--- config.mk ---
export PLATFORM = sky130hd
export DESIGN_NAME = dma_service_sequencer
export DESIGN_NICKNAME = d
export VERILOG_FILES = /design/src/rtl/dma_service_sequencer_pkg.sv /design/src/rtl/dma_priority_resolver.sv /design/src/rtl/dma_service_sequencer.sv
export SDC_FILE = /design/constraint.sdc
export NUM_CORES = 1
export LEC_CHECK = 0
export ABC_AREA = 0
export CAP_MARGIN = 20
export CORE_AREA = 2 2 39 41
export CTS_BUF_LIST = sky130_fd_sc_hd__clkbuf_8
export DETAILED_ROUTE_END_ITERATION = 7
export DIE_AREA = 0 0 41 43
export PLACE_DENSITY = 0.85
export SYNTH_ARGS = -nofsm -noshare
export SYNTH_HDL_FRONTEND = slang
export SYNTH_SLANG_ARGS = --single-unit
--- constraint.sdc ---
create_clock -name CLK -period 1.7 [get_ports CLK]
set_input_delay 0.255 -clock CLK [delete_from_list [all_inputs] [get_ports CLK]]
set_output_delay 0.255 -clock CLK [all_outputs]
set_load 0.01 [all_outputs]
--- src/rtl/dma_service_sequencer_pkg.sv ---
// ----------------------------------------------------------------------------
// dmaSeqPkg
// Shared definitions for the DMA service sequencer:
//   - dma_state_e     : sequencer FSM states (IDLE, REQ, GRANT, XFER, DONE)
//   - NUM_CH_DEFAULT  : default number of DMA channels
//   - PRIO_FIXED / PRIO_ROTATING : encoding of the priorityType command bit
// Configuration macro: DMA_ROTATING_PRIORITY_EN (consumed by the top level).
// ----------------------------------------------------------------------------
package dmaSeqPkg;

  localparam int NUM_CH_DEFAULT = 4;

  localparam logic PRIO_FIXED    = 1'b0;
  localparam logic PRIO_ROTATING = 1'b1;

  typedef enum logic [2:0] {
    IDLE  = 3'd0,
    REQ   = 3'd1,
    GRANT = 3'd2,
    XFER  = 3'd3,
    DONE  = 3'd4
  } dma_state_e;

endpackage

--- src/rtl/dma_priority_resolver.sv ---
// ----------------------------------------------------------------------------
// dma_priority_resolver
// Combinational channel arbiter.
//   pending      in  NUM_CH  unmasked requests
//   lastServed   in  IDX_W   channel served most recently (rotating mode)
//   priorityType in  1       PRIO_FIXED: ch0 highest; PRIO_ROTATING: the
//                            channel after lastServed is highest
//   winner       out IDX_W   index of the highest-priority pending channel
//   valid        out 1       at least one channel is pending
// ----------------------------------------------------------------------------
module dma_priority_resolver
  import dmaSeqPkg::*;
#(
  parameter  int NUM_CH = NUM_CH_DEFAULT,
  localparam int IDX_W  = $clog2(NUM_CH)
) (
  input  logic [NUM_CH-1:0] pending,
  input  logic [IDX_W-1:0]  lastServed,
  input  logic              priorityType,
  output logic [IDX_W-1:0]  winner,
  output logic              valid
);

  int               start_idx;
  logic [IDX_W-1:0] idx_v;

  // Scan from the lowest-priority slot up to the highest so that the last
  // hit (the highest-priority pending channel) is the one that sticks.
  always_comb begin
    winner    = '0;
    valid     = 1'b0;
    idx_v     = '0;
    start_idx = (priorityType == PRIO_ROTATING) ? ((int'(lastServed) + 1) % NUM_CH) : 0;
    for (int k = NUM_CH - 1; k >= 0; k--) begin
      idx_v = IDX_W'((start_idx + k) % NUM_CH);
      if (pending[idx_v]) begin
        winner = idx_v;
        valid  = 1'b1;
      end
    end
  end

endmodule

--- src/rtl/dma_service_sequencer.sv ---
// ----------------------------------------------------------------------------
// dma_service_sequencer
// Timing-and-control sequencer of the DMA controller: arbitrates channel
// requests, runs the HRQ/HLDA bus-hold handshake, drives a single DACK and
// paces one xferValid strobe per transfer until TC, external EOP or request
// withdrawal.
//
// Ports:
//   CLK          in   system clock (posedge)
//   RESET        in   synchronous, active-high reset
//   DREQ         in   NUM_CH channel requests
//   maskReg      in   NUM_CH per-channel mask (1 = excluded)
//   priorityType in   0 = fixed, 1 = rotating
//   demandMode   in   NUM_CH per-channel mode (1 = demand, 0 = single)
//   HLDA         in   CPU hold acknowledge
//   tcReached    in   current transfer is the last one
//   extEOP       in   external end-of-process request
//   HRQ          out  hold request to the CPU
//   DACK         out  NUM_CH one-hot acknowledge
//   activeCh     out  granted channel index
//   xferValid    out  one strobe per transfer
//   EOP          out  one-cycle termination pulse (TC or extEOP)
//   dbg_state    out  current FSM state
//
// Handshake: HRQ is held from REQ through XFER; the CPU grants the bus by
// raising HLDA. HLDA low while in GRANT/XFER aborts to IDLE on the next edge
// with no EOP and no update of the rotating pointer.
//
// Configuration macro: DMA_ROTATING_PRIORITY_EN
//   defined   : priorityType selects fixed/rotating; lastServed register kept
//   undefined : fixed priority only; priorityType ignored
// ----------------------------------------------------------------------------
module dma_service_sequencer
  import dmaSeqPkg::*;
#(
  parameter  int NUM_CH = NUM_CH_DEFAULT,
  localparam int IDX_W  = $clog2(NUM_CH)
) (
  input  logic              CLK,
  input  logic              RESET,
  input  logic [NUM_CH-1:0] DREQ,
  input  logic [NUM_CH-1:0] maskReg,
  input  logic              priorityType,
  input  logic [NUM_CH-1:0] demandMode,
  input  logic              HLDA,
  input  logic              tcReached,
  input  logic              extEOP,
  output logic              HRQ,
  output logic [NUM_CH-1:0] DACK,
  output logic [IDX_W-1:0]  activeCh,
  output logic              xferValid,
  output logic              EOP,
  output dma_state_e        dbg_state
);

  dma_state_e        state, next_state;
  logic [NUM_CH-1:0] pending;
  logic [IDX_W-1:0]  active_q;
  logic [IDX_W-1:0]  last_served;
  logic [IDX_W-1:0]  winner;
  logic              winner_valid;
  logic              prio_sel;
  logic              end_hit;
  logic              eop_flag;

  assign pending = DREQ & ~maskReg;
  assign end_hit = tcReached | extEOP;

`ifdef DMA_ROTATING_PRIORITY_EN
  logic [IDX_W-1:0] last_served_q;

  // Pointer moves only on a completed service (entry to DONE), never on abort.
  always_ff @(posedge CLK) begin
    if (RESET)
      last_served_q <= IDX_W'(NUM_CH - 1);
    else if (state == XFER && next_state == DONE)
      last_served_q <= active_q;
  end

  assign last_served = last_served_q;
  assign prio_sel    = priorityType;
`else
  logic unused_priority_type;

  assign unused_priority_type = priorityType;
  assign last_served          = IDX_W'(NUM_CH - 1);
  assign prio_sel             = PRIO_FIXED;
`endif

  dma_priority_resolver #(.NUM_CH(NUM_CH)) u_resolver (
    .pending      (pending),
    .lastServed   (last_served),
    .priorityType (prio_sel),
    .winner       (winner),
    .valid        (winner_valid)
  );

  // State register
  always_ff @(posedge CLK) begin
    if (RESET)
      state <= IDLE;
    else
      state <= next_state;
  end

  // Next-state logic
  always_comb begin
    next_state = state;
    case (state)
      IDLE:  if (winner_valid) next_state = REQ;
      REQ: begin
        if (!winner_valid)  next_state = IDLE;
        else if (HLDA)      next_state = GRANT;
      end
      GRANT: next_state = HLDA ? XFER : IDLE;
      XFER: begin
        if (!HLDA)                        next_state = IDLE;
        else if (end_hit)                 next_state = DONE;
        else if (!demandMode[active_q])   next_state = DONE;
        else if (DREQ[active_q])          next_state = XFER;
        else                              next_state = DONE;
      end
      DONE:    next_state = IDLE;
      default: next_state = IDLE;
    endcase
  end

  // Granted channel is frozen at the REQ->GRANT edge; later mask or request
  // changes on other channels cannot move it.
  always_ff @(posedge CLK) begin
    if (RESET) begin
      active_q <= '0;
      eop_flag <= 1'b0;
    end else begin
      if (state == REQ && next_state == GRANT)
        active_q <= winner;
      eop_flag <= (state == XFER) && (next_state == DONE) && end_hit;
    end
  end

  // Moore outputs
  always_comb begin
    HRQ       = 1'b0;
    DACK      = '0;
    xferValid = 1'b0;
    EOP       = 1'b0;
    case (state)
      REQ: HRQ = 1'b1;
      GRANT: begin
        HRQ            = 1'b1;
        DACK[active_q] = 1'b1;
      end
      XFER: begin
        HRQ            = 1'b1;
        DACK[active_q] = 1'b1;
        xferValid      = 1'b1;
      end
      DONE:    EOP = eop_flag;
      default: ;
    endcase
  end

  assign activeCh  = active_q;
  assign dbg_state = state;

endmodule

# Yosys cells after proc, flatten, opt, wreduce, memory -nomap -nowiden
# Index checks and enable logic that the tools add are counted.
[classes]
order_cmp = 2
n_eq_ne = 6
mux = 27
bitwise_logic = 3
reduce_logical = 7
[ops]
columns = ["operator", "n"]
rows = [
  ["3-bit two-way mux", 7],
  ["3-bit case mux with 4 select lines", 1],
  ["1-bit two-way mux", 10],
  ["2-bit two-way mux", 5],
  ["3-bit by 2-bit == test with 1-bit output, second input constant", 3],
  ["3-bit == test, second input constant", 2],
  ["4-bit AND", 1],
  ["1-bit binary-select mux with 2-bit select", 2],
  ["1-bit logical AND", 4],
  ["4-bit two-way mux", 1],
  ["4-bit NOT", 1],
  ["3-bit by 1-bit == test with 1-bit output, second input constant", 1],
  ["3-bit logical NOT", 1],
  ["2-bit by 3-bit < comparator with 1-bit output, second input constant", 1],
  ["3-bit OR reduction", 1],
  ["1-bit demux with 2-bit select", 1],
  ["2-bit by 1-bit >= comparator with 1-bit output, second input constant", 1],
  ["2-bit OR reduction", 1],
  ["1-bit OR", 1],
]
[totals]
reg_bits = 6
inputBits = 18
output_inout_bits = 12
elab_cells = 48

# Logic depth before layout (Yosys ltp)
[depth]
word_depth = 11
mapped_depth = 4

# Modules after synthesis
# A second synthesis with hierarchy kept.
[unflattened]
hier_cells = 73
hier_area_um2 = 543.0
[by_module_without_submodules]
columns = ["module", "instances", "cells_per_inst", "area_each_um2", "seq_area_each_um2"]
rows = [
  ["dma_service_sequencer", 1, 51, 386.6, 120.1],
  ["dma_priority_resolver", 1, 22, 156.4, 0.0],
]

# Worst setup path before layout
# No wires, ideal clock.
[synth_timing]
kind = "reg2reg"
start = "register active_q[0] (netlist: activeCh[0])"
end = "register state[2] (netlist: dbg_state[2])"
setup_ns = 0.103
arrival_ns = 1.262
setup_slack_ns = 0.335
path_stages_with_launch = 3
synth_period_minus_slack_ns = 1.365
path_cell_list = "dfxtp_1 -> mux4_2 -> a2111oi_2"
[synth_via]
elab_chain_len = 7
elab_cells_between_ends = 9
classes_between = "mux (9)"
[synth_rtl]
columns = ["item", "line", "text"]
rows = [
  ["from (decl)", "dma_service_sequencer.sv:58", "logic [IDX_W-1:0] active_q;"],
  ["from (signal assigned)", "dma_service_sequencer.sv:136", "active_q <= winner;"],
  ["1-bit binary-select mux with 2-bit select", "dma_service_sequencer.sv:120", "else if (DREQ[active_q]) next_state = XFER;"],
  ["1-bit two-way mux (implied by the code)", "dma_service_sequencer.sv:120", ""],
  ["3-bit two-way mux", "dma_service_sequencer.sv:120", ""],
  ["3-bit two-way mux *", "dma_service_sequencer.sv:119", "else if (!demandMode[active_q]) next_state = DONE;"],
  ["3-bit two-way mux *", "dma_service_sequencer.sv:118", "else if (end_hit) next_state = DONE;"],
  ["3-bit two-way mux *", "dma_service_sequencer.sv:117", "if (!HLDA) next_state = IDLE;"],
  ["3-bit case mux with 4 select lines *", "dma_service_sequencer.sv:109", "case (state)"],
  ["to (signal assigned)", "dma_service_sequencer.sv:103", "state <= next_state;"],
  ["to (decl)", "dma_service_sequencer.sv:56", "dma_state_e state, next_state;"],
]
# Mark *: on every way between the ends. The rest lies on a longest branch, timed or not. The select of a mux whose other input is x is not followed.
# A chain may end at the register's enable or synchronous reset.

# Worst setup path in the final report
[layout_timing]
start = "register state[2] (netlist: dbg_state[2])"
end = "output xferValid"
[layout_via]
elab_chain_len = 2
[layout_rtl]
columns = ["item", "line", "text"]
rows = [
  ["3-bit by 2-bit == test with 1-bit output", "dma_service_sequencer.sv:147", "case (state)"],
  ["1-bit two-way mux", "dma_service_sequencer.sv:147", ""],
  ["to (decl)", "dma_service_sequencer.sv:51", "output logic xferValid,"],
]
# Every way passes these cells.

==> out/metrics.cfg <==
[run_status]
status = completed

[timing]
holdWs_ps = 591
setup_viol = 0
slew_headroom_pct = 79.5
final.period_utilization_pct = 95.7
hold_violations = 0
fin_setup_tns_ps = 0
worst_pin_slew_ps = 308
max_freq_ghz = 0.614
fin_ws_ps = 72.3
clock_skew_ps = 0.356
grt_setup_unrepaired = false
drv_slew = 0
period_needed_ps = 1630

[logic_synthesis]
syn-cell-area_um2 = 419
yosys-top-cells-area = dfxtp_1 29%, and2_1 7.5%, nand2b_1 7.5%
synth_seq_cells = 6
postSynthCellCount = 53
synthTopCellsByCount = 7 x nor2_1, 6 x dfxtp_1, 5 x and2_1, 5 x nand2b_1
yosysWarnings = 0
synth_top_area_share_pct = 28.7
ys_seq_area_share_pct = 28.7
synth_edf_count = 0
synth_most_common_cell = nor2_1
yosysTopAreaCell = dfxtp_1
synth_flop_cell = dfxtp_1
synth_fp_nets = 71
async_flop_share_pct = 0
synth_cell_types = 25
synth_area_per_cell_um2 = 7.91

[cts]
cts_buffers = 3
clock_latency_ps = 220
cts_root_buf = clkbuf_8
cts_sinks = 6
cts_buffer_depth = 2
cts_hold_buf = 0
cts_tree = yes
path_clk_slew_ps = 40
htreeDepth = 1

[critical_path]
crit_chain = nor2b_4 -> and2_1 -> clkdlybuf4s50_1
worstSetupEndpointType = primary output
worst_path_largest_cell_delay_ps = 520
startpoint_type = flop
setup.worst_path.class = reg2out
slowest_stage = clkdlybuf4s50_1
cp.buffers_inverters = 1
arrival_ps = 1370
worstPathRequired_ps = 1440
cp_top_family = buffers and inverters
cp_max_fo = 6

[placed_design]
place_congestion = 0.836
preCtsSetupSlack_ps = -49.0
placed_area_um2 = 734
io_buffers = 28
hpwl_um = 938

[routing]
dr.pass1.iters = 4
route.detailed.drc = 0
viasPerCell = 5.04
first_iter_violations = 10
antenna_left = 0
wirelength_mm = 1.20
vias = 524
wl_per_cell_um = 11.5

[min_path]
hold_path.class = reg2reg

[cells_and_area]
layout.nets = 108
drive_gt1_share_pct = 17.0
area_growth_pct = 89.6
antenna_cells = 0
fin_area_um2 = 795
nFillCells = 139

[job]
drv_cap = 0

[die]
ioPinCount = 30
num_rows = 14
die_w_um = 41
dieArea_mm2 = 0.00176
start_util_pct = 30.3
die_y_um = 43
coreArea_mm2 = 0.00138

[grt]
grt_overflow = 0
grt.total_usage_pct = 17.1
grt_pass1_vias = 506
grt_start_max_net_pins = 9
grt_pass1_wl_mm = 2.03
antenna_found_initial = 0

[power_and_ir_drop]
total_power_uw = 499
p_per_area_mw_per_mm2 = 629
peakVddDrop_mv = 0.489
p_leak_nw = 0.324

## path summary, 6_finish.rpt
check / startpoint / end / slack (ps) / cells past startpoint
hold reg to reg: dbg_state[0] / eop_flag / 590 / 2
setup reg to reg: dbg_state[1] / activeCh[0] / 280 / 5
setup / recovery: dbg_state[2] / xferValid / 70 / 3
hold / removal: dbg_state[0] / eop_flag / 590 / 2
## cells by family after synthesis
family / Yosys count / synth area share [%]
AOI/OAI and AO/OA: 11 / 20.6
muxes: 1 / 5.37
buffers and inverters: 1 / 0.895
DFF: 6 / 28.7
and+or+nand+nor: 34 / 44.5
## per-layer routing
layer	wire length (um)	track usage (%)	vias to the layer above
li1	-	-	262
met1	506	22.0	231
met2	576	25.3	29
met3	94	4.71	2
met4	21	8.00	0
met5	0	0	-
## layout make-up
type	instances	area, um2	area share (%)
clock buffers	3	41.3	5.20
well taps	16	20.0	2.52
repair buffers	32	304	38.3
multi-input cells	46	303	38.1
flip-flops and latches	6	123	15.4
inverters	1	3.75	0.472
## repair_timing
item | in CTS | in global routing
hold endpoints to repair | 0 | 0
endpoints found under the setup margin | 6 | 2
buffers inserted | 1 | 1
gates resized for setup | 8 | 1
## state kept, by name, indices dropped and copies added, names as in the netlist
signal     count
eop_flag       1
dbg_state      3
activeCh       2
## metrics by stage
step                      util (%)  instances
after floorplan                  -         53
after global placement        53.1         99
after detailed placement      53.1         99
after CTS                     56.8        103
after global routing          57.4        104
final                         57.4        104
## where the power goes
| part | internal [mW] | switching (mW) |
|---|---|---|
| registers | 0.149 | 0.00969 |
| clock network | 0.152 | 0.0599 |
| logic | 0.0800 | 0.0493 |
| total | 0.381 | 0.119 |
## tightest hold or removal path, cell delays in order (launching register included)
cell and delay (ps):
dfxtp_2 350, nand2_1 130, nor4_1 60
## cell usage in the layout, fill, tap and decap left out, types with 2 or more instances in the layout
| cell type | n |
|---|---|
| dfxtp_2 | 2 |
| or2b_1 | 2 |
| dlygate4sd2_1 | 5 |
| nand2b_1 | 5 |
| nor2_1 | 7 |
| nor3_1 | 2 |
| nand2_1 | 4 |
| dfxtp_1 | 4 |
| a21oi_1 | 4 |
| clkbuf_8 | 3 |
| clkdlybuf4s50_1 | 23 |
| and2_1 | 5 |
| buf_4 | 4 |
(Power assumes the default switching activity.)
